$ cat config.mk
export PLATFORM = sky130hd
export DESIGN_NAME = vga_timing_param
export DESIGN_NICKNAME = d
export VERILOG_FILES = /design/src/rtl/vga_timing_param.sv
export SDC_FILE = /design/constraint.sdc
export NUM_CORES = 1
export LEC_CHECK = 0
export ABC_AREA = 1
export CAP_MARGIN = 20
export CORE_MARGIN = 8
export CORE_UTILIZATION = 30
export CTS_BUF_LIST = sky130_fd_sc_hd__clkbuf_16
export DETAILED_ROUTE_END_ITERATION = 6
export GPL_ROUTABILITY_DRIVEN = 0
export PLACE_DENSITY = 0.62
export SLEW_MARGIN = 20
export SYNTH_ARGS = -nofsm -noshare
export SYNTH_HDL_FRONTEND = slang
export SYNTH_SLANG_ARGS = --single-unit
$ cat constraint.sdc
create_clock -name clk -period 1.63 [get_ports clk]
set_input_delay 0.163 -clock clk [delete_from_list [all_inputs] [get_ports clk]]
set_output_delay 0.163 -clock clk [all_outputs]
set_load 0.1 [all_outputs]
$ cat src/rtl/vga_timing_param.sv
// -----------------------------------------------------------------------------
// vga_timing_param
//   Parameterised VGA raster timing generator. A horizontal and a vertical
//   counter advance on each pixel strobe. Blanking, sync and start-of-frame
//   are derived from the next counter values and registered together with
//   them, so every output describes the same pixel position.
//
// Optional feature macro: VGA_TIMING_FRAME_CNT_EN
//   When defined, adds a 16-bit frame_cnt output that counts completed frames.
//
// Ports
//   clk       in   pixel clock, all state on rising edge
//   rst       in   asynchronous, active-high reset
//   pix_en    in   pixel strobe; counters advance only when 1
//   hcount    out  [CNT_W] pixel column, 0..H_TOTAL-1
//   vcount    out  [CNT_W] line, 0..V_TOTAL-1
//   hblnk     out  horizontal blanking (active-high)
//   vblnk     out  vertical blanking (active-high)
//   hsync     out  horizontal sync, asserted level HS_POL
//   vsync     out  vertical sync, asserted level VS_POL
//   sof       out  one-cycle start-of-frame pulse
//   frame_cnt out  [16] completed frame count (VGA_TIMING_FRAME_CNT_EN only)
// -----------------------------------------------------------------------------
module vga_timing_param #(
   parameter int unsigned H_ACTIVE = 1024,
   parameter int unsigned H_FP     = 24,
   parameter int unsigned H_SYNC   = 136,
   parameter int unsigned H_BP     = 160,
   parameter int unsigned V_ACTIVE = 768,
   parameter int unsigned V_FP     = 3,
   parameter int unsigned V_SYNC   = 6,
   parameter int unsigned V_BP     = 29,
   parameter bit          HS_POL   = 1'b0,
   parameter bit          VS_POL   = 1'b0,
   parameter int unsigned CNT_W    = 11
) (
   input  logic             clk,
   input  logic             rst,
   input  logic             pix_en,
   output logic [CNT_W-1:0] hcount,
   output logic [CNT_W-1:0] vcount,
   output logic             hblnk,
   output logic             vblnk,
   output logic             hsync,
   output logic             vsync,
   output logic             sof
`ifdef VGA_TIMING_FRAME_CNT_EN
   ,
   output logic [15:0]      frame_cnt
`endif
);

   localparam int unsigned H_TOTAL = H_ACTIVE + H_FP + H_SYNC + H_BP;
   localparam int unsigned V_TOTAL = V_ACTIVE + V_FP + V_SYNC + V_BP;
   localparam int unsigned HS_BEG  = H_ACTIVE + H_FP;
   localparam int unsigned HS_END  = HS_BEG + H_SYNC;
   localparam int unsigned VS_BEG  = V_ACTIVE + V_FP;
   localparam int unsigned VS_END  = VS_BEG + V_SYNC;

   // Elaboration-time rejection of unusable parameter sets.
   if (H_ACTIVE == 0 || H_FP == 0 || H_SYNC == 0 || H_BP == 0 ||
       V_ACTIVE == 0 || V_FP == 0 || V_SYNC == 0 || V_BP == 0) begin : g_zero_param
      $error("vga_timing_param: active/porch/sync parameters must be non-zero");
   end
   if (CNT_W == 0 || CNT_W > 31 ||
       longint'(H_TOTAL) > (longint'(1) << CNT_W) ||
       longint'(V_TOTAL) > (longint'(1) << CNT_W)) begin : g_width_param
      $error("vga_timing_param: H_TOTAL/V_TOTAL do not fit in CNT_W bits");
   end

   logic             h_last;
   logic             v_last;
   logic             frame_wrap;
   logic [CNT_W-1:0] h_next;
   logic [CNT_W-1:0] v_next;

   always_comb begin
      h_last     = (hcount == CNT_W'(H_TOTAL - 1));
      v_last     = (vcount == CNT_W'(V_TOTAL - 1));
      frame_wrap = h_last && v_last;
      h_next     = hcount + 1'b1;
      v_next     = vcount;
      if (h_last) begin
         h_next = '0;
         v_next = v_last ? '0 : vcount + 1'b1;
      end
   end

   // Decodes use the next counter values so the registered flags line up
   // with the registered counters (no one-pixel skew).
   always_ff @(posedge clk or posedge rst) begin
      if (rst) begin
         hcount <= '0;
         vcount <= '0;
         hblnk  <= 1'b0;
         vblnk  <= 1'b0;
         hsync  <= ~HS_POL;
         vsync  <= ~VS_POL;
         sof    <= 1'b0;
      end else begin
         sof <= 1'b0;
         if (pix_en) begin
            hcount <= h_next;
            vcount <= v_next;
            hblnk  <= (h_next >= CNT_W'(H_ACTIVE));
            vblnk  <= (v_next >= CNT_W'(V_ACTIVE));
            hsync  <= ((h_next >= CNT_W'(HS_BEG)) && (h_next < CNT_W'(HS_END))) ? HS_POL
                                                                                 : ~HS_POL;
            vsync  <= ((v_next >= CNT_W'(VS_BEG)) && (v_next < CNT_W'(VS_END))) ? VS_POL
                                                                                 : ~VS_POL;
            // Only a real frame wrap lands on 0,0 here; reset never pulses sof.
            sof    <= frame_wrap;
         end
      end
   end

`ifdef VGA_TIMING_FRAME_CNT_EN
   always_ff @(posedge clk or posedge rst) begin
      if (rst) begin
         frame_cnt <= '0;
      end else if (pix_en && frame_wrap) begin
         frame_cnt <= frame_cnt + 16'd1;
      end
   end
`endif

endmodule

==> flow_summary_export.csv <==
group,metric,value,unit
power,p_switching,2070,uW
status,status,"complete, but fails checks",
global_route,track_usage,12.7,%
power,power_density,1450,nW/um^2
floorplanning,ios,30,
cts,cts_root_buffer,"clkbuf_16",
setup_path,critPathLaunch,"hcount[1]",
setup_path,startpoint_type,"register",
power,power_frac_seq,22.8,%
logic_synthesis,yosys-top-cells-area,"dfrtp_1 33%, nand2_1 19%, nand3_1 7.2%, inv_1 5.6%, o21ai_0 5.6%",
placed_design,placed_area,2780,sq um
detailed_routing,wl_per_cell,12.8,um
setup_path,path_max_fanout,14,
cts,clk_pin_slew_worst_paths,0.07,ns
setup_path,crit_required,1.83,ns
status,violations,"negative setup slack",
global_route,antenna_found_initial,0,
sta,hold_viol_final,0,
finish,final_area,3010,sq um
finish,drive_above_1_share,40.9,%
detailed_routing,drt_iter0_markers,189,
sta,setup_slack,-0.0737,ns
cts,cts_tree,"done",
finish,final_common_cell,"nand2_1",
power,ir_worst_vdd,1120,uV
logic_synthesis,ys_warn_count,0,
sta,slew_viol_final,0,
cts,cts_inserted_buffers,3,
logic_synthesis,yosysSeqAreaShare,36.3,%
cts,clock-sinks,26,
logic_synthesis,ys_types,31,
logic_synthesis,synth_mux_area_share,0,%
floorplanning,core,5850,sq um
logic_synthesis,synth-xor-area-share,0.974,%
setup_path,rr_worst_depth,11,
sta,clock_skew,0.00896,ns
floorplanning,die-area,8730,sq um
job,cap_violations,0,
setup_path,cp.arrival,1.90,ns
finish,layout.nets,344,
sta,worst_slew_pin_slew,0.713,ns
global_route,grt_max_degree,28,
finish,instances_no_fill,412,
logic_synthesis,yosys.area.top_type_share,33.4,%
power,total_leakage_power,0.00133,uW
power,p_comb_share,60.2,%
cts,clock_path_buffers,2,
floorplanning,die_y,93.4,um
setup_path,timing.rr.end,"vsync",
placed_design,port_buffers,29,
cts,htreeDepth,1,
floorplanning,fp-row-count,28,
finish,diodes,0,
sta,period_minus_slack,1.70,ns
sta,timing.slew.headroom,52.4,%
placed_design,place.detailed.hpwl,3.94,mm
logic_synthesis,syn_nets,278,
logic_synthesis,synthSimpleGateAreaFrac,43.3,%
detailed_routing,viasPerCell,4.83,
cts,clock_latency,0.27,ns
logic_synthesis,synthAdderAreaFrac,2.09,%
floorplanning,die_w,93.4,um
sta,fin_crit_sh,105,%
logic_synthesis,synth_top_family_by_area,"simple AND/OR/NAND/NOR gates",
cts,cts_hold_buf,0,
power,power.share.clock,16.9,%
setup_path,r2r_slack,-0.07,ns
setup_path,crit-reg2reg-launch,"hcount[1]",
sta,finalSetupViolations,5,
finish,area_growth,67.6,%
placed_design,placed_cells,406,
global_route,grt_pass1_vias,1891,
power,p_int,2290,uW
detailed_routing,drc,0,
setup_path,endpoint_kind,"register",
logic_synthesis,synth-compound-area-share,8.42,%
finish,multi_input_area,1110,sq um
logic_synthesis,synth_area,1800,sq um
detailed_routing,drt_pass1_iterations,5,
min_path,hold_path_class,"input port to async pin",
global_route,overflow,0,
logic_synthesis,synth_seq_cells,26,
setup_path,crit_type,"register to register",
finish,most-common-layout-cells,"84 x nand2_1, 37 x buf_4, 29 x buf_12",
finish,num-fill-cells,516,
power,swShare,47.5,%
logic_synthesis,netlist_instances,272,
finish,register_area,696,sq um
detailed_routing,dr_total_vias,1991,
logic_synthesis,yosys.area.top_type,"dfrtp_1",
global_route,grt_pass1_wl,9.10,mm
detailed_routing,routed_wl,5.28,mm
sta,fmaxAchievable,587,MHz
logic_synthesis,syn_area_per_cell,6.61,sq um
floorplanning,start_util,30.7,%
sta,rsz0062_at_grt,"yes",
detailed_routing,ant_nets,0,
[power groups by stage]
| stage | combinational [uW] | clock (uW) | sequential (uW) |
|---|---|---|---|
| 2_1_floorplan | 530 | 0 | 1950 |
| 3_3_place_gp | 2560 | 0 | 993 |
| 3_5_place_dp | 2560 | 0 | 992 |
| 4_1_cts | 2610 | 753 | 986 |
| 5_1_grt | 2780 | 776 | 1020 |
| 6_report | 2630 | 738 | 996 |
[worst max path at each step]
| stage | to | cells after the start | slack [ns] |
|---|---|---|---|
| after floorplan | vsync | 13 | -0.22 |
| after global placement | vsync | 11 | -0.14 |
| after detailed placement | vsync | 11 | -0.16 |
| after CTS | hsync | 12 | -0.05 |
| after global routing | vsync | 13 | -0.21 |
| final | vsync | 11 | -0.07 |
[stage by stage]
step	power, uW	hold WS (ns)	setup slack, ns	util [%]	setup TNS (ns)
after global routing	4580	0.307	-0.213	51.5	-1.12
after global placement	3550	0.513	-0.139	47.6	-0.387
final	4360	0.250	-0.0737	51.5	-0.220
after floorplan	2480	0.201	-0.223	-	-1.04
after detailed placement	3560	0.517	-0.163	47.6	-0.501
after CTS	4340	0.262	-0.0543	50.6	-0.136
[routing by layer]
metal	vias up	GRT usage [%]	routed length [um]
met1	925	16.8	2490
met3	7	1.92	222
met4	0	4.43	80
met5	-	0	0
met2	48	20.4	2490
li1	1011	-	-
[Yosys cell counts, drive strengths merged]
master  count
a21oi       2
buf         3
clkbuf      5
clkinv      1
dfrtp      24
dfstp       2
ha          3
inv        30
nand2      96
nand2b      1
nand3      28
nand3b      4
nand4       8
nor2       30
nor3        6
o211ai      1
o21a        2
o21ai      21
o21bai      1
o22ai       1
or2         1
xor2        2
[layout make-up]
cell class	count	share of cell area, %
tap	75	3.11
sequential	26	23.1
inverter	31	3.90
clock inverter	1	0.996
clock buffer	3	2.49
timing repair buffer	69	29.5
multi-input combinational	207	36.9
[worst max-delay path: stages, from the launching register on]
cell and delay (ns):
dfrtp_4 0.43, ha_4 0.16, nand2_2 0.06, nor2_2 0.08, nand2_2 0.07, nor2_4 0.13
buf_12 0.15, nand4_1 0.13, a21oi_1 0.19, nand2_1 0.07, nor2_1 0.09, a21oi_1 0.06
[kinds of logic (layout without fill, tap and decap cells)]
kind of cell	Yosys count	after routing
simple gates	174	174
buf+inv	39	104
flops	26	26
xor+xnor	2	2
fa+ha+maj	3	3
compound gates	28	28
[flip-flops by register name, indices dropped and copies added, names as in the netlist]
name	flops
vcount	11
vblnk	1
sof	1
hsync	1
hcount	11
vsync	1
[timing repair]
item	in CTS	in global routing
pin swaps	6	1
resized for setup	12	15
endpoints found under the hold margin	0	0
setup buffers	2	0
endpoints found under the setup margin	9	15
(Power assumes the default switching activity.)
